<file path="src/rtl/adaptive_thresh_reader_pkg.sv">
// Shared definitions for the adaptive threshold frame reader: FSM encoding,
// sliding-window geometry and the threshold compare.
package adaptive_thresh_reader_pkg;

    typedef enum logic [1:0] {
        ST_IDLE  = 2'd0,
        ST_READ  = 2'd1,
        ST_DRAIN = 2'd2,
        ST_DONE  = 2'd3
    } state_t;

    localparam int WIN_DEPTH = 8;
    localparam int WIN_LOG2  = 3;
    localparam int PIX_W     = 8;
    localparam int SUM_W     = PIX_W + WIN_LOG2;
    localparam int CMP_W     = SUM_W + 1;

    // Coordinates travelling alongside a read through the RAM latency.
    typedef struct packed {
        logic [7:0] x;
        logic [7:0] y;
    } pix_meta_t;

    // White when 8*p + 8*off >= window sum; one guard bit so nothing truncates.
    function automatic logic thresh_white(input logic [PIX_W-1:0] p,
                                          input logic [SUM_W-1:0] sum,
                                          input logic [4:0]       off);
        logic [CMP_W-1:0] lhs;
        lhs = (CMP_W'(p) << WIN_LOG2) + (CMP_W'(off) << WIN_LOG2);
        return lhs >= CMP_W'(sum);
    endfunction

endpackage

</file>
<file path="src/rtl/adaptive_thresh_reader_row_window_sum.sv">
// Eight-tap per-row sliding window with a running sum. The sum output already
// includes the presented pixel so the caller can threshold in the same cycle.
module row_window_sum
    import adaptive_thresh_reader_pkg::*;
(
    input  logic             clock,
    input  logic             reset_n,
    input  logic [PIX_W-1:0] pixel,
    input  logic             valid,
    input  logic             row_start,
    output logic [SUM_W-1:0] sum
);

    logic [WIN_DEPTH-1:0][PIX_W-1:0] taps;
    logic [SUM_W-1:0]                sum_q;

    // The oldest tap is always part of sum_q, so the subtraction never underflows.
    always_comb begin
        sum = sum_q + SUM_W'(pixel) - SUM_W'(taps[WIN_DEPTH-1]);
        if (row_start)
            sum = SUM_W'(pixel) << WIN_LOG2;
    end

    always_ff @(posedge clock or negedge reset_n) begin
        if (!reset_n) begin
            taps[0] <= '0;
            sum_q   <= '0;
        end else if (valid) begin
            taps[0] <= pixel;
            sum_q   <= sum;
        end
    end

    // Row start replicates the first pixel into every tap so the left edge
    // sees a full window and nothing leaks from the previous row.
    for (genvar i = 1; i < WIN_DEPTH; i++) begin : g_tap
        always_ff @(posedge clock or negedge reset_n) begin
            if (!reset_n)
                taps[i] <= '0;
            else if (valid)
                taps[i] <= row_start ? pixel : taps[i-1];
        end
    end

endmodule

</file>
<file path="src/rtl/adaptive_thresh_reader.sv">
// Raster-scans a frame out of middle_ram and emits one adaptive-threshold bit
// per pixel, two cycles behind its read address.
module adaptive_thresh_reader
    import adaptive_thresh_reader_pkg::*;
#(
    parameter int IMG_W  = 256,
    parameter int IMG_H  = 256,
    parameter int OFFSET = 7
) (
    input  logic        clock,
    input  logic        reset_n,
    input  logic        start,
    output logic        busy,
    output logic        done,
    output logic [15:0] rdaddress,
    input  logic [7:0]  q,
    output logic        out_valid,
    output logic        out_bit,
    output logic [7:0]  out_x,
    output logic [7:0]  out_y
);

    localparam logic [15:0] LAST_ADDR = 16'(IMG_W * IMG_H - 1);
    localparam logic [7:0]  X_LAST    = 8'(IMG_W - 1);

    state_t           state;
    logic [7:0]       x, y;
    logic             drain_cnt;
    logic [2:1]       vld_pipe;
    pix_meta_t        meta_d1;
    logic [SUM_W-1:0] win_sum;

    assign out_valid = vld_pipe[2];

    always_ff @(posedge clock or negedge reset_n) begin
        if (!reset_n) begin
            state     <= ST_IDLE;
            busy      <= 1'b0;
            done      <= 1'b0;
            rdaddress <= '0;
            x         <= '0;
            y         <= '0;
            drain_cnt <= 1'b0;
        end else begin
            case (state)
                ST_IDLE: begin
                    done <= 1'b0;
                    if (start) begin
                        state     <= ST_READ;
                        busy      <= 1'b1;
                        rdaddress <= '0;
                        x         <= '0;
                        y         <= '0;
                    end
                end
                ST_READ: begin
                    if (rdaddress == LAST_ADDR) begin
                        state     <= ST_DRAIN;
                        drain_cnt <= 1'b0;
                    end else begin
                        rdaddress <= rdaddress + 16'd1;
                        if (x == X_LAST) begin
                            x <= '0;
                            y <= y + 8'd1;
                        end else begin
                            x <= x + 8'd1;
                        end
                    end
                end
                // One cycle for RAM latency, one for the output register.
                ST_DRAIN: begin
                    if (drain_cnt) begin
                        state <= ST_DONE;
                        busy  <= 1'b0;
                        done  <= 1'b1;
                    end else begin
                        drain_cnt <= 1'b1;
                    end
                end
                ST_DONE: begin
                    done  <= 1'b0;
                    state <= ST_IDLE;
                end
                default: state <= ST_IDLE;
            endcase
        end
    end

    // Stage 1 lines up with q; stage 2 is the registered output.
    always_ff @(posedge clock or negedge reset_n) begin
        if (!reset_n) begin
            vld_pipe <= '0;
            meta_d1  <= '0;
        end else begin
            vld_pipe[1] <= (state == ST_READ);
            vld_pipe[2] <= vld_pipe[1];
            meta_d1     <= '{x: x, y: y};
        end
    end

    row_window_sum u_win (
        .clock     (clock),
        .reset_n   (reset_n),
        .pixel     (q),
        .valid     (vld_pipe[1]),
        .row_start (meta_d1.x == 8'd0),
        .sum       (win_sum)
    );

    always_ff @(posedge clock or negedge reset_n) begin
        if (!reset_n) begin
            out_bit <= 1'b0;
            out_x   <= '0;
            out_y   <= '0;
        end else if (vld_pipe[1]) begin
            out_bit <= thresh_white(q, win_sum, 5'(OFFSET));
            out_x   <= meta_d1.x;
            out_y   <= meta_d1.y;
        end
    end

endmodule

</file>
<file path="config.mk">
export PLATFORM = sky130hd
export DESIGN_NAME = adaptive_thresh_reader
export DESIGN_NICKNAME = d
export VERILOG_FILES = /design/src/rtl/adaptive_thresh_reader_pkg.sv /design/src/rtl/adaptive_thresh_reader_row_window_sum.sv /design/src/rtl/adaptive_thresh_reader.sv
export SDC_FILE = /design/constraint.sdc
export NUM_CORES = 1
export LEC_CHECK = 0
export BUFFER_PORTS_ARGS = -buffer_cell sky130_fd_sc_hd__buf_2
export CAP_MARGIN = 20
export CORE_ASPECT_RATIO = 0.7
export CORE_MARGIN = 3
export CORE_UTILIZATION = 40
export DETAILED_ROUTE_END_ITERATION = 10
export PLACE_DENSITY_LB_ADDON = 0.3
export SLEW_MARGIN = 15
export SYNTH_ARGS = -nofsm -noshare
export SYNTH_HDL_FRONTEND = slang
export SYNTH_SLANG_ARGS = --single-unit
</file>
<file path="constraint.sdc">
create_clock -name clock -period 3.49 [get_ports clock]
set_input_delay 0.698 -clock clock [delete_from_list [all_inputs] [get_ports clock]]
set_output_delay 0.698 -clock clock [all_outputs]
set_load 0.01 [all_outputs]
</file>
Word level (Yosys, flattened, before mapping)
Cells that the tools add are included.
{"block": "totals", "reg_bits": 147, "inputBits": 11, "output_inout_bits": 36, "wordCells": 81}
{"block": "op_classes", "add_sub_neg": 6, "order_cmp": 1, "eq_ne": 10, "n_mux": 29, "n_reduce_logical": 13}
{"op": "2-to-1 mux 8 bit", "count": 12}
{"op": "2-to-1 mux 16 bit", "count": 2}
{"op": "case mux 16 bit (2 select lines)", "count": 1}
{"op": "case mux 8 bit (2 select lines)", "count": 2}
{"op": "adder 16 x 1 -> 16 bit, second input constant", "count": 1}
{"op": "adder 8 x 1 -> 8 bit, second input constant", "count": 2}
{"op": "equality test 16 bit, second input constant", "count": 1}
{"op": "adder 11 x 6 -> 12 bit, second input constant", "count": 1}
{"op": ">= comparator 12 x 11 -> 1 bit", "count": 1}
{"op": "adder 11 x 8 -> 11 bit", "count": 1}
{"op": "2-to-1 mux 11 bit", "count": 1}
{"op": "subtractor 11 x 8 -> 11 bit", "count": 1}
{"op": "inequality test 2 bit, second input constant", "count": 5}
{"op": "AND reduction 3 bit", "count": 3}
{"op": "equality test 8 bit, second input constant", "count": 1}
{"op": "zero test 8 bit", "count": 1}
{"op": "case mux 2 bit (4 select lines)", "count": 1}
{"op": "nonzero test 2 bit", "count": 4}
{"op": "2-to-1 mux 2 bit", "count": 3}
{"op": "case mux 1 bit (2 select lines)", "count": 3}
{"op": "equality test 2 bit, second input constant", "count": 2}
{"op": "2-to-1 mux 1 bit", "count": 4}
{"op": "AND reduction 2 bit", "count": 2}
{"op": "AND reduction 4 bit", "count": 1}
{"op": "other kinds (3)", "count": 3}

Logic depth before layout (Yosys ltp)
Gate-level depths: netlist of run 1.
{"block": "logic_depth", "depth_word": 4, "mapped_depth": 17}

By module
Synthesis of run 1 repeated with hierarchy kept, for this count alone.
{"block": "unflattened", "hier_cells": 749, "area_unflattened_um2": 7442.1}
{"module": "row_window_sum", "n_inst": 1, "cells_each": 432, "area_per_inst_um2": 3931.3}
{"module": "adaptive_thresh_reader", "n_inst": 1, "cells_each": 317, "area_per_inst_um2": 3510.9}

Least setup slack after synthesis of run 1
OpenSTA, ideal clock, no wires.
{"block": "synth_path", "path_kind": "input to register", "from": "in q[3]", "to": "reg out_bit", "setup_ns": 0.129, "t_arrival_ns": 3.621, "required_ns": 3.361, "path_slack_ns": -0.260, "path_stages": 15, "n_path_buf": 0, "cell_sequence": "inv_1 fa_1 inv_1 ha_1 o211ai_1 a21oi_1 o41ai_1 o21ai_0 xnor2_1 a21oi_1 ha_1 a21oi_1 o311ai_0 o21ai_0 o21ai_0"}
{"block": "synth_between", "elab_chain_cells": 4, "word_cells_on_any_way": 5, "classes_between": "add/sub (3); order compare (1); mux (1)"}
{"item": "start: declaration", "line_no": "adaptive_thresh_reader.sv:16", "text": "input logic [7:0] q,"}
{"item": "adder 11 x 8 -> 11 bit", "line_no": "adaptive_thresh_reader_row_window_sum.sv:19", "text": "sum = sum_q + SUM_W'(pixel) - SUM_W'(taps[WIN_DEPTH-1]);"}
{"item": "subtractor 11 x 8 -> 11 bit", "line_no": "adaptive_thresh_reader_row_window_sum.sv:19"}
{"item": "2-to-1 mux 11 bit", "line_no": "adaptive_thresh_reader_row_window_sum.sv:20", "text": "if (row_start)"}
{"item": ">= comparator 12 x 11 -> 1 bit *", "line_no": "adaptive_thresh_reader_pkg.sv:30", "text": "return lhs >= CMP_W'(sum);"}
{"item": "end signal: assignment", "line_no": "adaptive_thresh_reader.sv:116", "text": "out_bit <= thresh_white(q, win_sum, 5'(OFFSET));"}
{"item": "end: declaration", "line_no": "adaptive_thresh_reader.sv:18", "text": "output logic out_bit,"}
Mark *: on every way between the ends. The rest lies on a longest branch, timed or not.
A chain may end at the register's enable or synchronous reset.

Final worst setup path of run 1
{"block": "layout_path", "from": "in q[1]", "to": "reg out_bit"}
Same word-level chain as after synthesis.

==> results of run 1 <==
==> repair_timing <==
action,4_1_cts,5_1_grt
gates resized for setup,0,8
setup buffers,0,2
endpoints found under the setup margin,0,1
==> final cells by class <==
type | count | area (sq um)
Clock buffer | 18 | 429.2
Timing Repair Buffer | 87 | 556.8
Tap cell | 231 | 289.0
Multi-Input combinational cell | 484 | 3174
Fill cell | 1676 | 8842
Clock inverter | 14 | 120.1
Sequential cell | 147 | 3682
Inverter | 46 | 172.7
==> power by group <==
| part | leakage [nW] | internal [mW] | switching, mW |
|---|---|---|---|
| combinational | 1.86 | 1.91 | 2.27 |
| clock | 0.262 | 0.932 | 0.771 |
| sequential | 1.81 | 2.29 | 0.495 |
==> registers in the layout, indices dropped and copies added (netlist names), 2 cells and up <==
register / flops
x: 8
out_y: 8
state: 2
vld_pipe: 2
out_x: 8
u_win.sum_q: 11
y: 8
rdaddress: 16
u_win.taps: 64
meta_d1: 16
==> worst reg2reg max path, cell delays in order, from the launching register on <==
cell and delay (ns):
dfrtp_1 0.42, fa_1 0.46, buf_4 0.15, fa_1 0.45, nand2b_4 0.17, a21oi_2 0.21
o41ai_4 0.11, o21ai_2 0.16, xnor2_1 0.13, a21oi_1 0.09, ha_1 0.32, a21oi_1 0.12
o311ai_0 0.13, o21ai_1 0.12, o21ai_0 0.09
==> how the worst max path moves through the flow <==
stage               start                   to  slack (ns)  depth (start not counted)
CTS                  q[1]  out_bit$_DFFE_PN0P_        0.19                         17
floorplan            q[1]  out_bit$_DFFE_PN0P_        0.03                         16
global route         q[3]  out_bit$_DFFE_PN0P_      0.0006                         17
finish               q[1]  out_bit$_DFFE_PN0P_        0.19                         16
global placement     q[1]  out_bit$_DFFE_PN0P_       -0.20                         16
detailed placement   q[1]  out_bit$_DFFE_PN0P_       -0.27                         17
==> logic make-up after synthesis <==
family                     count (synthesis)  share of synthesized area (%)
adders and majority gates                 34                          6.841
buffers and inverters                     77                          4.390
and+or+nand+nor                          190                          12.57
xor gates and xnor gates                  38                          4.690
DFF                                      147                          51.83
AOI/OAI and AO/OA                        191                          14.84
muxes                                     31                          4.831
==> per-stage QoR <==
stage | setup TNS, ns | hold WS [ns] | setup slack (ns) | area (sq um) | instances
after floorplan | 0 | 0.3519 | 0.02589 | 7128 | 708
after global placement | -0.1997 | 0.3815 | -0.1997 | 7824 | 993
after detailed placement | -0.2680 | 0.3978 | -0.2680 | 7824 | 993
after CTS | 0 | 0.3597 | 0.1903 | 8373 | 1025
after global routing | 0 | 0.3847 | 0.0006186 | 8424 | 1027
final | 0 | 0.3014 | 0.1895 | 8424 | 1027
==> routing by layer <==
layer  global-route usage, %  up-vias  wire [um]
li1                        -     2604          -
met1                   26.22     2482       8091
met2                   20.57       73       5998
met3                   3.390        8        547
met4                   4.557        0        121
met5                       0        -          0
==> cells in the final DEF (no fill, tap or decap), types with 17 or more instances in the layout <==
master | netlist | final
nor2_1 | 99 | 99
xor2_1 | 18 | 18
a21oi_1 | 138 | 137
nand3_1 | 18 | 18
buf_2 | 9 | 45
inv_1 | 46 | 46
clkbuf_16 | 0 | 17
nand2_1 | 24 | 24
xnor2_1 | 20 | 20
dfrtp_1 | 147 | 146
ha_1 | 26 | 24
o21ai_0 | 25 | 19
mux2_2 | 26 | 26
buf_4 | 1 | 40
==> key figures, run 1 <==
Floorplan
  – Rows: 40
  – Top-Level Pins: 47
  – Die Area: 19400 sq um
  – Die Y: 117.4 um
  – Die X-Extent: 165.2 um
  – Core area: 17270 sq um
  – Initial Utilization: 41.10%

CTS
  – Num Clock Sinks: 147
  – Clock Tree Root: clkbuf_16
  – Htree depth: 4
  – Buffer depth of the longest clock path: 2
  – Clock-pin slew on the worst setup and hold paths: 0.07 ns
  – Total CTS buffers: 17
  – Hold buffer count at cts: 0
  – CTS tree: yes
  – Worst skew pair latency: 0.42 ns

Worst setup path
  – CP Data Arrival Time: 3.60 ns
  – R2R Setup Slk: 0.25 ns
  – Worst path bufs/invs: 3
  – Critical Path Start Type: input pin
  – Worst reg2reg path depth: 14
  – Crit. End Element: flip-flop
  – CP Cell Sequence: buf_2, inv_1, fa_1, buf_4, fa_1, nand2b_4, a21oi_2, o41ai_4, o21ai_2, xnor2_1, a21oi_1, ha_1, a21oi_1, o311ai_0, o21ai_1, o21ai_0
  – Slowest-stage cell, CP: fa_1
  – Critical R2R Capture: out_bit$_DFFE_PN0P_
  – Largest delay share family, worst path: adder cells
  – Req. time, crit path: 3.79 ns
  – Critical path type: input pin to flip-flop
  – RR Startpoint: u_win.taps[57]$_DFFE_PN0P_
  – Max FO, Critical Path: 3
  – Largest stage delay on the critical path: 0.45 ns

Yosys
  – Ys Warns: 0
  – Sequential-to-total area share from yosys stat: 51.83%
  – Most common cell in the synthesized netlist: dfrtp_1
  – Area leader, netlist: dfrtp_1
  – Synth Cell Area: 7097 sq um
  – Average size of a mapped cell: 10.02 sq um
  – Post-synthesis instance total: 708
  – Largest cells by area after synthesis: dfrtp_1, a21oi_1, nor2_1
  – Yosys top cell area share: 51.83%
  – EDFF count, synth: 0
  – Synth Register Bits: 147
  – Commonest cells in the netlist: dfrtp_1, a21oi_1, nor2_1
  – FFs w/ async S/R, synth: 100.0%
  – Post-synth cell types: 50
  – Syn nets: 753
  – Main synth FF type: dfrtp_1

Route
  – Residual DRC: 0
  – Antenna Violating Nets Remaining: 0
  – DR pass1 iterations: 5
  – Post-Route WL: 14.76 mm
  – DRT iter0 DRCs: 452
  – Routed WL per cell: 14.37 um
  – Vias per cell: 5.031
  – Vias: 5167

Timing
  – Final Max Tran Viols: 0
  – Min Clock Period, post-route: 3.300 ns
  – Hold Fails Final Rpt: 0
  – Final setup fails: 0
  – Slew headroom: 39.66%
  – Fmax: 303.0 MHz
  – Tcrit/Tclk final: 94.57%
  – Tightest Pin Transition: 0.9052 ns
  – Worst Clk Skew: 0.01220 ns
  – RSZ-0062 raised after global routing: no

Power and ir drop
  – Pwr dens: 1030 nW/um^2
  – VDD IR max: 0.4502 mV
  – Pleak: 3.932 nW
  – Tot Pwr: 8.678 mW

Global routing
  – Total gr overflow: 0
  – Largest net degree at the start of global routing: 90
  – Global-route wire length before repair: 24.75 mm
  – Gr usage total: 15.94%
  – Antenna violations before repair: 0
  – Vias in the first global route: 4771

Min path
  – Min-Delay Path Class: input pin to asynchronous set/reset pin

Placed design
  – Post-DP HPWL: 9.978 mm
  – Final GP Congestion: 0.8604
  – I/O Buffers: 46

Status
  – Status: completed

Final layout
  – Layout net count: 828
  – Antenna diode count: 0
  – Layout cells sized above 1: 20.85%
  – Area Growth Syn to Fin: 18.71%
  – Final Core Density: 48.79%

Run
  – Max-cap violations: 0
Power figures use the tool's default switching activity.
==> run 2: changes to the inputs <==
--- a/config.mk
+++ b/config.mk
@@ -7,7 +7,6 @@
 export LEC_CHECK = 0
 export BUFFER_PORTS_ARGS = -buffer_cell sky130_fd_sc_hd__buf_2
 export CAP_MARGIN = 20
-export CORE_ASPECT_RATIO = 0.7
 export CORE_MARGIN = 3
 export CORE_UTILIZATION = 40
 export DETAILED_ROUTE_END_ITERATION = 10
==> key figures, run 2 (synthesis results as in run 1) <==
Status
  – Status: completed (unchanged)

Floorplan
  – Top-Level Pins: 47 (unchanged)
  – Die Area: 19380 sq um (was 19400 sq um)
  – Die Y: 139.2 um (was 117.4 um)
  – Rows: 48 (was 40)
  – Core area: 17360 sq um (was 17270 sq um)
  – Initial Utilization: 40.89% (was 41.10%)
  – Die X-Extent: 139.2 um (was 165.2 um)

Timing
  – PnR worst setup slack: 0.1942 ns (was 0.1895 ns)
  – Final Max Tran Viols: 0 (unchanged)
  – Slew headroom: 42.05% (was 39.66%)
  – Tcrit/Tclk final: 94.43% (was 94.57%)
  – RSZ-0062 raised after global routing: no (unchanged)
  – Hold Fails Final Rpt: 0 (unchanged)
  – Worst Clk Skew: 0.01096 ns (was 0.01220 ns)
  – Min Clock Period, post-route: 3.296 ns (was 3.300 ns)
  – Tightest Pin Transition: 0.8693 ns (was 0.9052 ns)
  – Fmax: 303.4 MHz (was 303.0 MHz)
  – Final setup fails: 0 (unchanged)
  – Hold WS: 0.2937 ns (was 0.3014 ns)
  – Setup TNS Final: 0 ns (unchanged)

Final layout
  – Area Growth Syn to Fin: 18.49% (was 18.71%)
  – Commonest non-fill, non-tap cell in the layout: dfrtp_1 (unchanged)
  – Largest regs: u_win.taps x64, meta_d1 x16, rdaddress x16 (unchanged)
  – Post-Layout Cell Count: 1021 (was 1027)
  – Commonest cells after routing, fill and taps aside: dfrtp_1, a21oi_1, nor2_1 (unchanged)
  – Layout cells sized above 1: 20.60% (was 20.85%)
  – Largest register by flop count: u_win.taps (unchanged)
  – Largest register FFs: 64 (unchanged)
  – Antenna diode count: 0 (unchanged)
  – Layout net count: 828 (unchanged)

Global routing
  – Global-route wire length before repair: 25.66 mm (was 24.75 mm)
  – Gr usage total: 15.95% (was 15.94%)
  – Largest net degree at the start of global routing: 86 (was 90)
  – Vias in the first global route: 5102 (was 4771)
  – Antenna violations before repair: 0 (unchanged)
  – Total gr overflow: 0 (unchanged)

Placed design
  – # placed instances: 987 (was 993)
  – Post-DP HPWL: 9.784 mm (was 9.978 mm)
  – I/O Buffers: 46 (unchanged)
  – Place WS: -0.2909 ns (was -0.2680 ns)
  – Final GP Congestion: 0.8023 (was 0.8604)

Worst setup path
  – RR Startpoint: u_win.sum_q[1]$_DFFE_PN0P_ (was u_win.taps[57]$_DFFE_PN0P_)
  – Critical path type: input pin to flip-flop (unchanged)
  – Critical Path Start Type: input pin (unchanged)
  – Req. time, crit path: 3.79 ns (about the same)
  – CP Data Arrival Time: 3.60 ns (about the same)
  – Launch point of the worst path: q[5] (was q[1])
  – Crit. End Element: flip-flop (unchanged)
  – Max FO, Critical Path: 4 (was 3)

Route
  – DRT iter0 DRCs: 329 (was 452)
  – Vias per cell: 5.031 (about the same)
  – Antenna Violating Nets Remaining: 0 (unchanged)
  – DR pass1 iterations: 4 (was 5)
  – Post-Route WL: 14.52 mm (was 14.76 mm)
  – Routed WL per cell: 14.22 um (was 14.37 um)
  – Vias: 5137 (was 5167)
  – Residual DRC: 0 (unchanged)

Power and ir drop
  – VDD IR max: 0.5945 mV (was 0.4502 mV)
  – Tot Pwr: 8.678 mW (about the same)
  – Pwr dens: 1032 nW/um^2 (was 1030 nW/um^2)
  – Pleak: 3.936 nW (was 3.932 nW)

CTS
  – Clock Tree Root: clkbuf_16 (unchanged)
  – Total CTS buffers: 17 (unchanged)
  – Htree depth: 4 (unchanged)
  – CTS tree: yes (unchanged)
  – Worst skew pair latency: 0.42 ns (about the same)
  – Clock-pin slew on the worst setup and hold paths: 0.07 ns (about the same)
  – Num Clock Sinks: 147 (unchanged)
  – Buffer depth of the longest clock path: 2 (unchanged)

Min path
  – Min-Delay Path Class: input pin to asynchronous set/reset pin (unchanged)

Run
  – Max-cap violations: 0 (unchanged)
==> run 2: cell count changes in the layout (fill, tap and decap cells not counted), moves of 2 or more <==
cell,delta
clkinv_4,-2
ha_1,+2
ha_4,-2
bufinv_16,+2
==> run 2: cell type report <==
type	count	area, sq um
Clock buffer	19	432.9
Clock inverter	13	147.6
Fill cell	1616	8947
Inverter	46	172.7
Multi-Input combinational cell	484	3148
Sequential cell	147	3682
Tap cell	225	281.5
Timing Repair Buffer	87	544.3
==> run 2: through the flow <==
step                utilization, %  instance area, sq um
floorplan                        -                  7128
global placement             44.96                  7804
detailed placement           44.96                  7804
CTS                          48.31                  8384
global route                 48.45                  8409
finish                       48.45                  8409
==> run 2: final timing paths <==
path | to | cells past startpoint | slack, ns
hold reg to reg | meta_d1[7]$_DFF_PN0_ | 0 | 0.40
min in group clock | meta_d1[7]$_DFF_PN0_ | 0 | 0.40
hold / removal | u_win.sum_q[9]$_DFFE_PN0P_ | 1 | 0.29
setup reg to reg | out_bit$_DFFE_PN0P_ | 15 | 0.25
max in group asynchronous | y[2]$_DFFE_PN0P_ | 2 | 2.31
setup / recovery | out_bit$_DFFE_PN0P_ | 15 | 0.19
==> run 2: layer usage <==
metal / vias up / wire length, um / GRT usage [%]
li1: 2585 / - / -
met1: 2472 / 7056 / 22.28
met2: 68 / 6753 / 25.01
met3: 12 / 606 / 4.414
met4: 0 / 106 / 3.553
met5: - / 0 / 0
==> run 2: worst max-delay path, cell delays in order <==
cell	delay, ns
buf_2	0.10
inv_1	0.06
fa_1	0.54
inv_1	0.04
ha_1	0.34
a21o_1	0.23
o41ai_4	0.39
o21ai_2	0.13
xnor2_1	0.17
a21oi_1	0.09
ha_1	0.36
a21oi_2	0.12
o311ai_0	0.13
o21ai_1	0.12
o21ai_1	0.08
==> run 2: what timing repair did <==
action                                  CTS  global route
buffers inserted                          0             2
endpoints found under the setup margin    0             1
hold buffers                              0             0
gates resized for setup                   0             6
==> run 2: power breakdown <==
| part | internal [mW] | switching, mW | total [mW] |
|---|---|---|---|
| sequential | 2.30 | 0.469 | 2.76 |
| clock | 1.07 | 0.753 | 1.82 |
| combinational | 1.85 | 2.24 | 4.10 |
| total | 5.21 | 3.46 | 8.68 |
